===== config.mk =====
export PLATFORM = sky130hd
export DESIGN_NAME = mem_arb_6502
export DESIGN_NICKNAME = d
export VERILOG_FILES = /design/src/rtl/mem_arb_6502.sv
export SDC_FILE = /design/constraint.sdc
export NUM_CORES = 1
export LEC_CHECK = 0
export ABC_AREA = 1
export ABC_CLOCK_PERIOD_IN_PS = 2700
export BUFFER_PORTS_ARGS = -buffer_cell sky130_fd_sc_hd__buf_2
export CAP_MARGIN = 30
export CORE_AREA = 8 8 74 60
export CTS_CLUSTER_DIAMETER = 100
export DETAILED_ROUTE_END_ITERATION = 10
export DIE_AREA = 0 0 82 68
export PLACE_DENSITY = 0.83
export SYNTH_ARGS = -nofsm -noshare
export SYNTH_HDL_FRONTEND = slang
export SYNTH_SLANG_ARGS = --single-unit

===== constraint.sdc =====
create_clock -name clk -period 2.7 [get_ports clk]
set_input_delay 0.81 -clock clk [delete_from_list [all_inputs] [get_ports clk]]
set_output_delay 0.81 -clock clk [all_outputs]
set_load 0.05 [all_outputs]

===== src/rtl/mem_arb_6502.sv =====
// mem_arb_6502: arbitrates the shared synchronous block RAM between the 6502 core
// and the UART loader/debug port, stalling the core via RDY and re-fetching its access.
module mem_arb_6502 #(
    parameter int AW          = 16,
    parameter int DW          = 8,
    parameter int MAX_CPU_RUN = 4
) (
    input  logic          clk,
    input  logic          reset_n,
    input  logic [AW-1:0] cpu_addr,
    input  logic          cpu_we,
    input  logic [DW-1:0] cpu_dout,
    output logic [DW-1:0] cpu_din,
    output logic          cpu_rdy,
    input  logic          ldr_req,
    input  logic          ldr_we,
    input  logic [AW-1:0] ldr_addr,
    input  logic [DW-1:0] ldr_wdata,
    input  logic          ldr_hold,
    output logic          ldr_ack,
    output logic [DW-1:0] ldr_rdata,
    output logic [AW-1:0] mem_addr,
    output logic          mem_we,
    output logic [DW-1:0] mem_wdata,
    input  logic [DW-1:0] mem_rdata
);

    typedef enum logic [1:0] {
        S_CPU = 2'd0,
        S_LDR = 2'd1,
        S_RET = 2'd2
    } state_t;

    localparam logic [7:0] RUN_LAST = 8'(MAX_CPU_RUN - 1);

    state_t        state_r;
    state_t        state_nxt_s;
    logic [7:0]    run_cnt_r;
    logic [7:0]    run_cnt_nxt_s;
    logic          gnt_s;
    logic          ack_r;
    logic          ack_nxt_s;
    logic [DW-1:0] rdata_r;
    logic [DW-1:0] rdata_nxt_s;

    assign cpu_din   = mem_rdata;
    assign ldr_ack   = ack_r;
    assign ldr_rdata = rdata_r;

    // state, run counter and loader response registers
    always_ff @(posedge clk or negedge reset_n) begin
        if (!reset_n) begin
            state_r   <= S_CPU;
            run_cnt_r <= 8'd0;
            ack_r     <= 1'b0;
            rdata_r   <= {DW{1'b0}};
        end else begin
            state_r   <= state_nxt_s;
            run_cnt_r <= run_cnt_nxt_s;
            ack_r     <= ack_nxt_s;
            rdata_r   <= rdata_nxt_s;
        end
    end

    // grant decision and next state; the ack cycle masks a stale request
    always_comb begin
        state_nxt_s = state_r;
        gnt_s       = 1'b0;
        ack_nxt_s   = 1'b0;
        rdata_nxt_s = rdata_r;
        case (state_r)
            S_CPU: begin
                gnt_s = ldr_req & ~ack_r & (ldr_hold | (run_cnt_r == RUN_LAST));
                if (gnt_s) begin
                    state_nxt_s = S_LDR;
                end else begin
                    state_nxt_s = S_CPU;
                end
            end
            S_LDR: begin
                state_nxt_s = S_RET;
            end
            S_RET: begin
                state_nxt_s = S_CPU;
                ack_nxt_s   = 1'b1;
                rdata_nxt_s = mem_rdata;
            end
            default: begin
                state_nxt_s = S_CPU;
            end
        endcase
    end

    // saturating count of CPU cycles granted while the loader waits
    always_comb begin
        run_cnt_nxt_s = run_cnt_r;
        if (!ldr_req || ack_r || gnt_s) begin
            run_cnt_nxt_s = 8'd0;
        end else if ((state_r == S_CPU) && (run_cnt_r != 8'hFF)) begin
            run_cnt_nxt_s = run_cnt_r + 8'd1;
        end else begin
            run_cnt_nxt_s = run_cnt_r;
        end
    end

    // RAM port mux; a stalled CPU write is never issued
    always_comb begin
        mem_addr  = cpu_addr;
        mem_wdata = cpu_dout;
        mem_we    = 1'b0;
        cpu_rdy   = 1'b0;
        case (state_r)
            S_CPU: begin
                cpu_rdy = ~ldr_hold;
                mem_we  = cpu_we & ~ldr_hold;
            end
            S_LDR: begin
                mem_addr  = ldr_addr;
                mem_we    = ldr_we;
                mem_wdata = ldr_wdata;
            end
            S_RET: begin
                mem_we = 1'b0;
            end
            default: begin
                mem_we = 1'b0;
            end
        endcase
    end

    mem_arb_6502_chk u_chk (
        .clk     (clk),
        .reset_n (reset_n),
        .ldr_req (ldr_req),
        .ldr_ack (ack_r),
        .cpu_rdy (cpu_rdy),
        .mem_we  (mem_we),
        .in_cpu  (state_r == S_CPU),
        .in_ldr  (state_r == S_LDR)
    );

endmodule

// mem_arb_6502_chk: protocol and safety properties of the arbiter.
module mem_arb_6502_chk (
    input logic clk,
    input logic reset_n,
    input logic ldr_req,
    input logic ldr_ack,
    input logic cpu_rdy,
    input logic mem_we,
    input logic in_cpu,
    input logic in_ldr
);

    a_req_held: assert property (@(posedge clk) disable iff (!reset_n)
        (ldr_req && !ldr_ack) |=> (ldr_req || ldr_ack));

    a_req_in_slot: assert property (@(posedge clk) disable iff (!reset_n)
        !in_cpu |-> ldr_req);

    a_ack_pulse: assert property (@(posedge clk) disable iff (!reset_n)
        ldr_ack |=> !ldr_ack);

    a_no_stalled_write: assert property (@(posedge clk) disable iff (!reset_n)
        (mem_we && !cpu_rdy) |-> in_ldr);

    a_stall_outside_cpu: assert property (@(posedge clk) disable iff (!reset_n)
        !in_cpu |-> !cpu_rdy);

endmodule


# [Word level (Yosys, flattened, before mapping)]
# Index checks and enable logic that the tools add are counted.
[word_totals] word_cells=31 in_bits=62 reg_bits=19
[classes] n_mux=10 bitwise=6 n_addsub=1 n_reduce_logical=6 eq_ne=4
[ops] cell="2-to-1 mux 8 bit" count=3
[ops] cell="2-to-1 mux 16 bit" count=1
[ops] cell="adder 8 x 1 -> 8 bit (second input constant)" count=1
[ops] cell="== test 8 x 2 -> 1 bit (second input constant)" count=1
[ops] cell="!= test 8 bit (second input constant)" count=1
[ops] cell="2-to-1 mux 1 bit" count=4
[ops] cell="one-hot mux 2 bit (2 select lines)" count=1
[ops] cell="AND 1 bit" count=3
[ops] cell="== test 2 x 1 -> 1 bit (second input constant)" count=1
[ops] cell="== test 2 bit (second input constant)" count=1
[ops] cell="zero test 2 bit" count=1
[ops] cell="logical OR 1 bit" count=2
[ops] cell="NOT 1 bit" count=2
[ops] cell="one-hot mux 1 bit (2 select lines)" count=1
[ops] cell="nonzero test 2 bit" count=1
[ops] cell="logical AND 1 bit" count=1
[ops] cell="zero test 1 bit" count=1
[ops] cell="OR 1 bit" count=1

# [Longest topological paths before layout]
[depth] word_depth=6 mapped_depth=8 mapped_depth_nobuf=8

# [Worst setup path before layout]
# Ideal clock, no wire load.
[synth_path] kind="input-to-output" start="input port ldr_hold" end="output port mem_we" path_stages=2 t_required_ns=1.890 n_path_buf=0 slack_ns=-0.157 arrival_time_ns=2.047 cell_sequence="nor2_1 -> a22o_1"
[synth_between] elab_chain_len=3
[synth_lines] element="start, declared" line_no="19" text="input logic ldr_hold,"
[synth_lines] element="NOT 1 bit" line_no="115" text="mem_we = cpu_we & ~ldr_hold;"
[synth_lines] element="AND 1 bit" line_no="115"
[synth_lines] element="one-hot mux 1 bit (2 select lines)" line_no="112" text="case (state_r)"
[synth_lines] element="end, declared" line_no="23" text="output logic mem_we,"
# No other way between the ends.

# [Worst setup path in the final report]
[layout_path] start="register state_r[0]" end="output port mem_wdata[0]"
[layout_between] elab_chain_len=2
[layout_lines] element="start, declared" line_no="36" text="state_t state_r;"
[layout_lines] element="start signal, assigned" line_no="58" text="state_r <= state_nxt_s;"
[layout_lines] element="== test 2 x 1 -> 1 bit" line_no="112"
[layout_lines] element="2-to-1 mux 8 bit" line_no="112"
[layout_lines] element="end, declared" line_no="24" text="output logic [DW-1:0] mem_wdata,"
# No other way between the ends.

==> flow_metrics.py <==
metrics = {
    "place": {
        "dpl_cell_area_um2": 1790,
        "io_buffers": 104,
        "place_hpwl_um": 3420,
        "globalplace.congestion": 0.820,
    },
    "yosys": {
        "syn_area_um2": 1310,
        "synth-edff-count": 0,
        "async_reset_ff_frac": 1.00,
        "yosysTopAreaCellShare": 0.363,
        "yosysUniqueCellTypes": 19,
        "synth_common_cells": "110 x nand2_1, 19 x dfrtp_1, 17 x nor2_1",
        "syn_nets": 266,
        "ys_ff_latch": 19,
        "avgSynthCellArea_um2": 6.45,
        "synth_ff_type": "dfrtp_1",
        "ys_warn_count": 0,
        "synth_top_area_cell": "dfrtp_1",
        "yosysMostFrequentCell": "nand2_1",
        "ys_top_cells_by_area": "dfrtp_1 36%, nand2_1 32%, buf_4 5.7%, nor2_1 4.9%, nand3_1 3.8%",
        "synthCells": 203,
        "ys_seq_area_frac": 0.363,
    },
    "pwr": {
        "leakage_uw": 0.00117,
        "ir_drop_mv": 0.394,
        "p_per_area_nw_per_um2": 664,
        "fin_total_pwr_uw": 1220,
    },
    "critical_path": {
        "worstSetupStartpointType": "flop",
        "reg2reg_from": "run_cnt_r[0]$_DFFE_PN0P_",
        "cpMostUsedCell": "nand2_1",
        "critPathKind": "reg -> out",
        "reg2reg_depth": 7,
        "slowest_stage": "dfrtp_1",
        "cp.arrival_ns": 1.68,
        "critical-path-max-stage-delay_ns": 0.46,
        "r2r_setup_slack_ns": 1.26,
        "crit_required_ns": 1.89,
        "crit_path_end_kind": "output port",
        "crit_start": "state_r[0]$_DFF_PN0_",
        "crit_chain": "inv_2, nor2_4, buf_4, nand2_1, nand2_1, buf_2",
        "critPathMaxFanout": 19,
        "r2r_end": "run_cnt_r[0]$_DFFE_PN0P_",
    },
    "drt": {
        "drc": 0,
        "routed_wl_um": 4170,
        "antenna_left": 0,
        "drt-wirelength-per-cell_um": 12.2,
        "drt_iter0_drc": 65,
        "first_pass_iters": 4,
        "via_per_inst": 4.37,
        "vias": 1495,
    },
    "worst_hold_path": {
        "hold_depth": 2,
        "min_from": "ldr_rdata[5]$_DFFE_PN0P_",
        "hold_end": "ldr_rdata[5]$_DFFE_PN0P_",
        "hp-class": "reg -> reg",
    },
    "job": {
        "maxCapViolations": 0,
    },
    "clock_tree": {
        "cts_root_buffer": "clkbuf_8",
        "cts_made_buffers": 3,
        "clkSinkCount": 19,
        "cts_resized": 0,
        "cts.reportedPaths.clkPinSlew_ns": 0.08,
        "insertion_delay_ns": 0.26,
        "ctsHoldBuffers": 0,
        "cts_tree": "built",
        "h-tree-depth": 1,
        "clock_path_buffers": 2,
        "cts_setup_buffers": 0,
    },
    "timing": {
        "slew_violations": 0,
        "max_slew_margin": 0.704,
        "worstMarginPinSlew_ns": 0.444,
        "period_needed_ns": 2.49,
        "rsz0062_at_grt": "false",
        "max_freq_mhz": 401,
        "setup_tns_ns": 0,
        "setup_viol": 0,
        "hold_viol_final": 0,
        "finalClockSkew_ns": 0.00102,
        "period_share": 0.923,
    },
    "grt": {
        "antenna_found_initial": 0,
        "grt_pass1_wl_um": 6560,
        "grt_max_degree": 25,
        "overflow": 0,
        "track_usage": 0.147,
        "grt_pass1_vias": 1540,
    },
    "die": {
        "start_util": 0.388,
        "die_y_um": 68,
        "core_area_um2": 3380,
        "io_pins": 105,
        "rows": 19,
        "die_area_um2": 5580,
        "die_w_um": 82,
    },
    "layout": {
        "nets": 364,
        "design_area_um2": 1840,
        "drive_gt1_frac": 0.410,
        "n_antenna_cell": 0,
        "fillers": 347,
        "synthToLayoutAreaGrowth_pct": 40.8,
    },
    "outcome": {
        "status": "completed",
    },
}
==> area by class of cell <==
class | count | area, um^2 | share of cell area
Clock buffer | 3 | 41.3 | 0.0224
Inverter | 16 | 60.1 | 0.0326
Multi-Input combinational cell | 156 | 678 | 0.368
Clock inverter | 1 | 7.51 | 0.00407
Tap cell | 42 | 52.6 | 0.0285
Timing Repair Buffer | 105 | 528 | 0.286
Sequential cell | 19 | 475 | 0.258
==> critical path, delay by kind of cell, from the launching register on <==
kind | cells | cell delay [ns]
DFF | 1 | 0.46
buffers and inverters | 3 | 0.60
and+or+nand+nor | 3 | 0.35
==> routing by layer <==
| metal | routed length (um) | GRT usage | vias to the layer above |
|---|---|---|---|
| met5 | 0 | 0 | - |
| met4 | 43 | 0.0524 | 0 |
| met3 | 220 | 0.0486 | 4 |
| met2 | 2180 | 0.250 | 45 |
| met1 | 1730 | 0.171 | 644 |
| li1 | - | - | 802 |
==> layout by cell type, fill, tap and decap left out <==
master      instances
a31oi_1             1
o21bai_1            2
a22o_1              1
dfrtp_1            19
buf_4               1
nand3_1            10
inv_2               5
nor2_1             16
a21oi_1             1
ha_1                1
nor2_2              3
nand2_1           110
buf_2             104
xor2_1              2
clkbuf_8            3
nand2_2             2
nand4_1             3
or2_2               1
clkinvlp_4          1
inv_1              11
nor2_4              3
==> cells by family (layout without fill, tap and decap cells) <==
logic type | after synthesis | in the layout | synth area share
flip-flops | 19 | 19 | 0.363
XOR/XNOR | 2 | 2 | 0.0134
AND/OR/NAND/NOR | 148 | 148 | 0.467
AO/OA/AOI/OAI | 5 | 5 | 0.0268
buffers and inverters | 28 | 125 | 0.120
adder cells (fa/ha/maj) | 1 | 1 | 0.00956
==> power by group <==
group          internal, uW  switching [uW]
sequential              337            32.5
combinational           149             495
clock                   104             107
total                   590             634
==> flip-flops by register name (all words and copies together) (netlist names) <==
register and flops:
state_r 2, ldr_rdata 8, ldr_ack 1, run_cnt_r 8
==> worst max path at each step <==
| stage | to | slack (ns) | depth (start not counted) |
|---|---|---|---|
| final | mem_wdata[0] | 0.21 | 6 |
| after global routing | mem_wdata[0] | 0.05 | 6 |
| after CTS | mem_wdata[0] | 0.19 | 6 |
| after detailed placement | mem_we | 0.46 | 4 |
| after global placement | mem_we | 0.46 | 4 |
| after floorplan | mem_we | 0.12 | 2 |
==> metrics by stage <==
stage / worst slack [ns] / instances / hold slack (ns) / utilization
finish: 0.208 / 342 / 0.467 / 0.546
global route: 0.0482 / 342 / 0.501 / 0.546
CTS: 0.189 / 342 / 0.472 / 0.546
detailed placement: 0.457 / 338 / 0.453 / 0.532
global placement: 0.461 / 338 / 0.450 / 0.532
floorplan: 0.115 / 203 / 0.514 / -
Power figures use the tool's default switching activity.
